<file path="config.mk">
export PLATFORM = sky130hd
export DESIGN_NAME = psum_feeder_flat
export DESIGN_NICKNAME = d
export VERILOG_FILES = /design/src/rtl/psum_feeder_if.sv /design/src/rtl/psum_feeder.sv /design/src/flat_wrapper.sv
export SDC_FILE = /design/constraint.sdc
export NUM_CORES = 1
export LEC_CHECK = 0
export CORE_MARGIN = 2
export CORE_UTILIZATION = 48
export CTS_CLUSTER_SIZE = 8
export DETAILED_ROUTE_END_ITERATION = 6
export GPL_TIMING_DRIVEN = 0
export PLACE_DENSITY_LB_ADDON = 0.08
export SYNTH_ARGS = -nofsm -noshare
export SYNTH_HDL_FRONTEND = slang
export SYNTH_SLANG_ARGS = --single-unit
</file>
<file path="constraint.sdc">
create_clock -name clk -period 3.4 [get_ports clk]
set_input_delay 0.34 -clock clk [delete_from_list [all_inputs] [get_ports clk]]
set_output_delay 0.34 -clock clk [all_outputs]
set_load 0.03 [all_outputs]
</file>
<file path="src/rtl/psum_feeder_if.sv">
// Bundles the PE-array write port and the partial-sum stream to the aggregator.
// The psum_par signal exists only when PSUM_PARITY_EN is defined.
interface psum_feeder_if #(
  parameter int unsigned agg_width = 12
);
  logic                 wr_en;
  logic [agg_width-1:0] wr_data;
  logic                 wr_last;
  logic                 wr_full;
  logic                 agg_ready;
  logic [agg_width-1:0] psum_out;
  logic                 psum_valid;
  logic                 psum_last;
`ifdef PSUM_PARITY_EN
  logic                 psum_par;

  modport master (
    input  wr_en, wr_data, wr_last, agg_ready,
    output wr_full, psum_out, psum_valid, psum_last, psum_par
  );
  modport slave (
    output wr_en, wr_data, wr_last, agg_ready,
    input  wr_full, psum_out, psum_valid, psum_last, psum_par
  );
`else
  modport master (
    input  wr_en, wr_data, wr_last, agg_ready,
    output wr_full, psum_out, psum_valid, psum_last
  );
  modport slave (
    output wr_en, wr_data, wr_last, agg_ready,
    input  wr_full, psum_out, psum_valid, psum_last
  );
`endif
endinterface

</file>
<file path="src/rtl/psum_feeder.sv">
// FIFO-buffered partial-sum feeder: streams framed words to the aggregator with a
// programmable idle gap after each frame. Optional parity output under PSUM_PARITY_EN.
module psum_feeder #(
  parameter int unsigned agg_width  = 12,
  parameter int unsigned DEPTH      = 8,
  parameter int unsigned GAP_CYCLES = 2
) (
  input  logic              clk,
  input  logic              rst,
  psum_feeder_if.master     bus,
  output logic [7:0]        frame_cnt,
  output logic              overflow
);

  localparam int unsigned AW = $clog2(DEPTH);
  localparam int unsigned CW = $clog2(DEPTH + 1);
  localparam int unsigned GW = (GAP_CYCLES < 1) ? 1 : $clog2(GAP_CYCLES + 1);

  typedef struct packed {
    logic                 last;
    logic [agg_width-1:0] data;
  } entry_t;

  typedef enum logic [1:0] {IDLE, SEND, GAP} state_t;

  entry_t               mem_q [DEPTH];
  logic [AW-1:0]        wr_ptr_q, rd_ptr_q;
  logic [CW-1:0]        count_q, count_d;
  logic                 full_q;
  logic                 ovf_q;
  state_t               state_q, state_d;
  logic [agg_width-1:0] out_q, out_d;
  logic                 valid_q, valid_d;
  logic                 last_q, last_d;
  logic [7:0]           frame_q, frame_d;
  logic [GW-1:0]        gap_q, gap_d;
  logic                 pop;
  logic                 accept;
  logic                 empty;
  entry_t               head;

  assign empty   = (count_q == '0);
  assign head    = mem_q[rd_ptr_q];
  assign accept  = bus.wr_en && !full_q;
  assign count_d = count_q + CW'(accept) - CW'(pop);

  // Storage array carries no reset; validity is tracked by the count.
  always_ff @(posedge clk) begin
    if (accept) mem_q[wr_ptr_q] <= '{last: bus.wr_last, data: bus.wr_data};
  end

  always_ff @(posedge clk or posedge rst) begin
    if (rst) begin
      wr_ptr_q <= '0;
      rd_ptr_q <= '0;
      count_q  <= '0;
      full_q   <= 1'b0;
      ovf_q    <= 1'b0;
    end else begin
      if (accept) wr_ptr_q <= wr_ptr_q + AW'(1);
      if (pop)    rd_ptr_q <= rd_ptr_q + AW'(1);
      count_q <= count_d;
      full_q  <= (count_d == CW'(DEPTH));
      if (bus.wr_en && full_q) ovf_q <= 1'b1;
    end
  end

  always_ff @(posedge clk or posedge rst) begin
    if (rst) begin
      state_q <= IDLE;
      out_q   <= '0;
      valid_q <= 1'b0;
      last_q  <= 1'b0;
      frame_q <= '0;
      gap_q   <= '0;
    end else begin
      state_q <= state_d;
      out_q   <= out_d;
      valid_q <= valid_d;
      last_q  <= last_d;
      frame_q <= frame_d;
      gap_q   <= gap_d;
    end
  end

  // Next-state: output register loads straight from the FIFO head on each pop.
  always_comb begin
    state_d = state_q;
    out_d   = out_q;
    valid_d = valid_q;
    last_d  = last_q;
    frame_d = frame_q;
    gap_d   = gap_q;
    pop     = 1'b0;
    unique case (state_q)
      IDLE: begin
        valid_d = 1'b0;
        if (!empty) begin
          pop     = 1'b1;
          out_d   = head.data;
          last_d  = head.last;
          valid_d = 1'b1;
          state_d = SEND;
        end
      end
      SEND: begin
        if (valid_q) begin
          if (bus.agg_ready) begin
            if (last_q) begin
              frame_d = frame_q + 8'd1;
              valid_d = 1'b0;
              last_d  = 1'b0;
              gap_d   = GW'(GAP_CYCLES);
              state_d = GAP;
            end else if (!empty) begin
              pop    = 1'b1;
              out_d  = head.data;
              last_d = head.last;
            end else begin
              valid_d = 1'b0;
            end
          end
        end else if (!empty) begin
          // Recover from a mid-frame underrun.
          pop     = 1'b1;
          out_d   = head.data;
          last_d  = head.last;
          valid_d = 1'b1;
        end
      end
      GAP: begin
        valid_d = 1'b0;
        if (gap_q == '0) state_d = IDLE;
        else             gap_d   = gap_q - GW'(1);
      end
      default: state_d = IDLE;
    endcase
  end

`ifdef PSUM_PARITY_EN
  logic par_q;

  always_ff @(posedge clk or posedge rst) begin
    if (rst) par_q <= 1'b0;
    else     par_q <= ^out_d;
  end

  assign bus.psum_par = par_q;
`endif

  assign bus.psum_out   = out_q;
  assign bus.psum_valid = valid_q;
  assign bus.psum_last  = last_q;
  assign bus.wr_full    = full_q;
  assign frame_cnt      = frame_q;
  assign overflow       = ovf_q;

endmodule
</file>
<file path="src/flat_wrapper.sv">
// flat-port wrapper written by rule: the top's interface ports become plain ports
module psum_feeder_flat 
#(
  parameter int unsigned agg_width  = 12,
  parameter int unsigned DEPTH      = 8,
  parameter int unsigned GAP_CYCLES = 2
)
  (clk, rst, frame_cnt, overflow, bus_wr_en, bus_wr_data, bus_wr_last, bus_agg_ready, bus_wr_full, bus_psum_out, bus_psum_valid, bus_psum_last);
  psum_feeder_if #(.agg_width(agg_width)) bus_i ();
  input  logic clk;
  input  logic rst;
  output logic [7:0] frame_cnt;
  output logic overflow;
  input wire logic [$bits(bus_i.wr_en)-1:0] bus_wr_en;
  input wire logic [$bits(bus_i.wr_data)-1:0] bus_wr_data;
  input wire logic [$bits(bus_i.wr_last)-1:0] bus_wr_last;
  input wire logic [$bits(bus_i.agg_ready)-1:0] bus_agg_ready;
  output wire logic [$bits(bus_i.wr_full)-1:0] bus_wr_full;
  output wire logic [$bits(bus_i.psum_out)-1:0] bus_psum_out;
  output wire logic [$bits(bus_i.psum_valid)-1:0] bus_psum_valid;
  output wire logic [$bits(bus_i.psum_last)-1:0] bus_psum_last;
  assign bus_i.wr_en = bus_wr_en;
  assign bus_i.wr_data = bus_wr_data;
  assign bus_i.wr_last = bus_wr_last;
  assign bus_i.agg_ready = bus_agg_ready;
  assign bus_wr_full = bus_i.wr_full;
  assign bus_psum_out = bus_i.psum_out;
  assign bus_psum_valid = bus_i.psum_valid;
  assign bus_psum_last = bus_i.psum_last;
  psum_feeder #(.agg_width(agg_width), .DEPTH(DEPTH), .GAP_CYCLES(GAP_CYCLES)) u_core (.clk(clk), .rst(rst), .bus(bus_i), .frame_cnt(frame_cnt), .overflow(overflow));
endmodule
</file>
==> results of run 1 <==
where the power goes:
group          switching, uW  internal [uW]
Sequential               205           2270
Combinational           1340           1090
Clock                    754           1030
cell type report:
class,count,area [sq um]
fillers,920,4851
flip-flops and latches,142,4074
multi-input cells,157,1653
repair buffers,45,467.9
clock buffers,17,425.4
well taps,147,183.9
clock inverters,15,155.1
plain buffers,11,80.08
inverters,19,71.32
path summary, 6_finish.rpt:
| kind | depth (start not counted) | slack, ns | endpoint | startpoint |
|---|---|---|---|---|
| max | 13 | 0.50 | u_core.bus.wr_full | u_core.state_q[1] |
| min reg2reg | 1 | 0.47 | u_core.overflow | u_core.overflow |
| max in group asynchronous | 2 | 2.44 | u_core.state_q[0] | rst |
| min in group clk | 1 | 0.47 | u_core.overflow | u_core.overflow |
| min | 2 | 0.42 | u_core.bus.psum_out[3] | rst |
| max reg2reg | 13 | 0.50 | u_core.bus.wr_full | u_core.state_q[1] |
worst max-delay path, cell delays in order (launching register included):
cell and delay, ns:
dfrtp_1 0.41, inv_1 0.13, ha_1 0.37, inv_1 0.14, a21oi_1 0.23, o21ai_2 0.12, inv_1 0.07, ha_1 0.19
inv_1 0.06, ha_1 0.26, a21o_1 0.18, a21oi_1 0.17, xor2_1 0.20, nor4b_1 0.26
Yosys cell counts (2+ instances only):
library cell  count
nand2b_1          5
ha_1             15
buf_6             4
xor2_1            4
nand3_1           4
buf_2             3
dfrtp_1          38
nand4_1           3
mux4_2            8
mux2_2            4
clkbuf_1          2
a21oi_1          15
mux2i_1          13
xnor2_1           9
inv_1            19
mux4_1           18
edfxtp_1        104
nor3_1            4
o211ai_1          3
a21o_1            2
nand2_1          12
nor2_1           21
registers in the layout (all words and copies together), names as in the netlist:
register	flops
u_core.bus.psum_last	1
u_core.bus.psum_out	12
u_core.bus.psum_valid	1
u_core.bus.wr_full	1
u_core.count_q	4
u_core.frame_cnt	8
u_core.gap_q	2
u_core.mem_q	104
u_core.overflow	1
u_core.rd_ptr_q	3
u_core.state_q	2
u_core.wr_ptr_q	3
cell families after synthesis:
kind of cell,share of synthesized area [%]
flops,69.60
simple gates,4.382
mux,14.15
compound gates,3.784
buf+inv,2.586
fa+ha+maj,3.549
xor+xnor,1.945
routing by layer:
| metal | vias to the layer above | wire length (um) | part of all wire (%) |
|---|---|---|---|
| li1 | 1408 | - | - |
| met1 | 1559 | 4917 | 45 |
| met2 | 52 | 5494 | 50 |
| met3 | 9 | 387 | 3.5 |
| met4 | 0 | 125 | 1.1 |
| met5 | - | 0 | 0 |
per-stage QoR:
step	hold slack, ns	setup WS [ns]	area (sq um)
3_3_place_gp	0.4383	-0.4711	6437
5_1_grt	0.5052	0.2799	7111
6_report	0.4213	0.5028	7111
4_1_cts	0.4568	0.4742	7111
3_5_place_dp	0.4595	0.4319	6530
2_1_floorplan	0.4389	0.8295	5853
==> results.md, run 1 <==
* CTS tree: done
* # diodes at 0
* Final WL at 10.93 mm
* Row cnt at 40
* Tmin final at between 2 and 3 ns
* Clock Sinks at roughly 140
* Setup TNS at 0 ns
* Chip height at 114.4 um
* Max IR drop VDD at between 500 and 600 uV
* TritonCTS Buffers at 17
* Setup bufs post-CTS at 0
* Synth area leaders: edfxtp_1, dfrtp_1, mux4_1
* Initial Util at around half
* Finish-stage setup viols at 0
* Routed vias at around 3,000
* Slew @ Worst Pin at around 0.91 ns
* Commonest non-fill, non-tap cell in the layout: edfxtp_1
* Synth unique cells at 41
* Critical Path RT at around 3.7 ns
* Htree depth at 4
* Fmax at approximately 350 MHz
* Status: completed
* First-pass GRT wire length at between 15 and 20 mm
* Total grt overflow at 0
* Placed Cells at roughly 520
* Yosys reg bits at around 140
* HPWL Detailed at a little under 7 mm
* DR DRC count at 0
* Met2 usage at 30.22%
* Syn Std Cell Area at roughly 5900 sq um
* Hold buffer count at CTS at 0
* Final Non-Filler Cells at between 500 and 600
* Final Skew at between 0.009 and 0.01 ns
* Gpl congestion at approximately 0.76
* CP max FO at 7
* Dominant cell type by area after synthesis: edfxtp_1
* Arrival time worst endpoint at 3.20 ns
* Fin crit share at between 80 and 90%
* Async SR Flop Fraction at 26.76%
* Core area at 11,960 sq um
* Util after Layout at 59.45%
* Post-synth EDFFs at approximately 100
* Synth-to-layout area growth at 21.48%
* P_leak at between 0.002 and 0.003 uW
* CTS root buffer: clkbuf_16
* Rel. slew slack at 39.13%
* Die W at between 100 and 150 um
* Avg WL per Cell at between 15 and 20 um
* Die area at between 10,000 and 15,000 sq um
* Worst skew pair latency at about 0.41 ns
* Gr busiest metal: met2
* PwrDens at roughly 940 nW/um^2
* Post-synthesis sequential area ratio at between 60% and 70%
* Crit Path Class: reg -> reg
* Max Slew Vio Count at 0
* Crit path capture type: register
* Final Hold Viols at 0
* Max Cap Viol at 0
* Clk pin slew, worst setup/hold paths at roughly 0.060 ns
* CTS max path bufs at 2
* Vias in the first global route at around 3,100
* Vias per cell at 5.476
* Synth Instances at 329
* Pre-antenna DRT Iters at 4
* Share of layout cells above drive strength 1 at approximately 18%
* Ys Warns at 0
* I/O Pins at between 40 and 50
* ANT nets after route at 0
* Top_reg_cell synth: edfxtp_1
* Drt initial violations at 204
* Startpoint types: register
* Most frequent cells in the layout: edfxtp_1, clkdlybuf4s50_1, dfrtp_1
* Hold Crit Class: in -> async
* # port buffers at 40
* Power, Total at roughly 6700 uW
* Met3 Resource Use GR at under 10%
* Post-cts resize count at 0
* Net count, final at about 430
* Synthesized net count at about 360
* RSZ-0062 raised after global routing: no
* Initial antenna violation count at 0
* Pin count of the biggest net entering global routing at 39
* GR Util All Layers at around 18%
* Top cell type's share of synthesized area at 53.36%
* Mapped Avg Cell Area at between 15 and 20 sq um
* Met1 usage at 22.72%
Note: power is estimated with default switching activity, not from simulation.
==> run 2, diff against run 1 <==
Clock period 3.4 ns to 2.5 ns, I/O delays scaled along.
==> run 2 against run 1 <==
Final area up 2.7%. Fmax up 18%. Clock-buffer cell count unchanged. Largest power group is now combinational logic. Critical path type unchanged. Combinational power up 53%. Non-clock buffer count up 8. Setup slack worse by 0.46 ns. Critical path depth down 1. Highest routed layer unchanged. Register-to-register slack worse by 0.46 ns.
==> results.md, run 2 (synthesis results as in run 1) <==
* DR DRC count at 0 (unchanged)
* PwrDens at 1337 nW/um^2 (+42%)
* CP top delay family: adder cells
* Final WS setup at 0.04761 ns (-0.4552 ns)
* Max IR drop VDD at 757.0 uV (+40%)
* HPWL Detailed at 6.661 mm (-1.3%)
* CTS tree: done
* CP max-delay cell: fa_2
* Final Skew at 0.006625 ns (-0.003300 ns)
* Routed vias at 3,063 (+1.2%)
* Crit Path Class: reg -> reg
* Arrival time worst endpoint at 2.77 ns (-0.43 ns)
* Finish-stage setup viols at 0 (unchanged)
* Total grt overflow at 0 (unchanged)
* Die area at 13,090 sq um (unchanged)
* Net count, final at 434 (+1.9%)
* Pre-CTS setup slack at -0.3331 ns (-0.7650 ns)
* Reg with most FFs: u_core.mem_q
* Drt initial violations at 221 (+8.3%)
* Most used cell along the critical path: inv_2
* Slew @ Worst Pin at 0.9647 ns (+0.05264 ns)
* P_leak at 0.002718 uW (+2.6%)
* # port buffers at 40 (unchanged)
* Area occupied by multi-input gates at 1737 sq um (+5.1%)
* Critical Path Max Stage Delay at 0.52 ns (+0.11 ns)
* Htree depth at 4 (unchanged)
* Power, Total at 9761 uW (+46%)
* CTS max path bufs at 2 (unchanged)
* Pin count of the biggest net entering global routing at 39 (unchanged)
* Fmax at 407.8 MHz (+18%)
* Final Non-Filler Cells at 561 (+1.4%)
* Final WL at 11.06 mm (+1.2%)
* CP bufs+invs at 5 (+1)
* Avg WL per Cell at 19.71 um (-0.24%)
* Final instance area at 7301 sq um (+2.7%)
* # diodes at 0 (unchanged)
* Chip height at 114.4 um (unchanged)
* Vias per cell at 5.460 (-0.29%)
* Util after Layout at 61.04% (+1.6 points)
* Hold Crit Class: in -> async
* Synth-to-layout area growth at 24.73%
* I/O Pins at 41 (unchanged)
* Worst-path cell chain: inv_2 -> ha_4 -> or3b_4 -> o21ai_4 -> inv_2 -> ha_4 -> inv_4 -> ha_4 -> inv_2 -> fa_2 -> inv_2 -> nor4b_2
* Initial Util at 48.93% (unchanged)
* GR Util All Layers at 18.38% (+0.22 points)
* ANT nets after route at 0 (unchanged)
* Row cnt at 40 (unchanged)
* Initial antenna violation count at 0 (unchanged)
* Placed cell area at 6510 sq um (-0.31%)
* CP max FO at 2 (-5)
* Critical Path RT at 2.82 ns (-0.89 ns)
* Rel. slew slack at 35.62% (-3.5 points)
* Final Hold Viols at 0 (unchanged)
* Vias in the first global route at 3,045 (-1.9%)
* Die W at 114.4 um (unchanged)
* Tmin final at 2.452 ns (-0.4448 ns)
* CTS root buffer: clkbuf_16
* Crit path capture type: register
* Filler Cell Count at 884 (-3.9%)
* Status: completed
* Core area at 11,960 sq um (unchanged)
* Max FFs per register at 104 (unchanged)
* Register area at 4076 sq um (about the same)
* Pre-antenna DRT Iters at 4 (unchanged)
* Share of layout cells above drive strength 1 at 23.91% (+5.9 points)
* Clk pin slew, worst setup/hold paths at 0.06 ns (about the same)
* Most frequent cells in the layout: edfxtp_1, clkdlybuf4s50_1, dfrtp_1
* Placed Cells at 519 (-0.38%)
* Max Cap Viol at 0 (unchanged)
* Max Slew Vio Count at 0 (unchanged)
* Clock Sinks at 142 (unchanged)
* Startpoint types: register
* Fin crit share at 98.10% (+13 points)
* Worst skew pair latency at 0.42 ns (about the same)
* Gpl congestion at 0.7220 (-4.6%)
* First-pass GRT wire length at 17.15 mm (+0.40%)
* TritonCTS Buffers at 17 (unchanged)
* Commonest non-fill, non-tap cell in the layout: edfxtp_1
-- run 2: changes by cell type in the layout (fill, tap and decap cells not counted), moves of 3 or more --
cell / delta
ha_1: -4
clkinvlp_4: -3
ha_4: +4
inv_2: +7
inv_1: -8
bufinv_16: +3
buf_4: +10
-- run 2: area by class of cell --
class,count,area share (%)
sequential,142,55.84
multi-input combinational,157,23.79
timing repair buffer,53,7.078
clock buffer,17,5.827
clock inverter,15,2.845
tap,147,2.519
buffer,11,1.097
inverter,19,1.011
-- run 2: metal layers --
layer  track usage (%)  wire length (um)
met5                 0                 0
met1             23.61              4872
met4             5.935                82
met3             5.611               409
met2             30.14              5692
-- run 2: final timing paths --
path / start / endpoint / slack (ns) / depth (start not counted)
max: u_core.count_q[3] / u_core.bus.wr_full / 0.05 / 12
min: rst / u_core.bus.psum_out[2] / 0.33 / 2
max reg2reg: u_core.count_q[3] / u_core.bus.wr_full / 0.05 / 12
min reg2reg: u_core.frame_cnt[7] / u_core.frame_cnt[7] / 0.46 / 1
max in group asynchronous: rst / u_core.state_q[0] / 1.57 / 2
min in group clk: u_core.frame_cnt[7] / u_core.frame_cnt[7] / 0.46 / 1
-- run 2: what timing repair did --
item,in CTS,in global routing
hold buffers,0,0
pin swaps,4,2
buffers inserted,4,6
setup endpoints to repair,4,3
resized for setup,12,10
-- run 2: power by group --
| group | switching, uW | internal (uW) | total (uW) |
|---|---|---|---|
| sequential | 290 | 3090 | 3380 |
| combinational | 1950 | 1750 | 3710 |
| clock | 991 | 1680 | 2670 |
| total | 3240 | 6520 | 9760 |
-- run 2: through the flow --
step / hold WS [ns] / TNS [ns]
floorplan: 0.3489 / 0
global placement: 0.4476 / -61.83
global route: 0.4078 / -0.01755
finish: 0.3345 / 0
CTS: 0.3587 / -0.02038
detailed placement: 0.4565 / -4.976
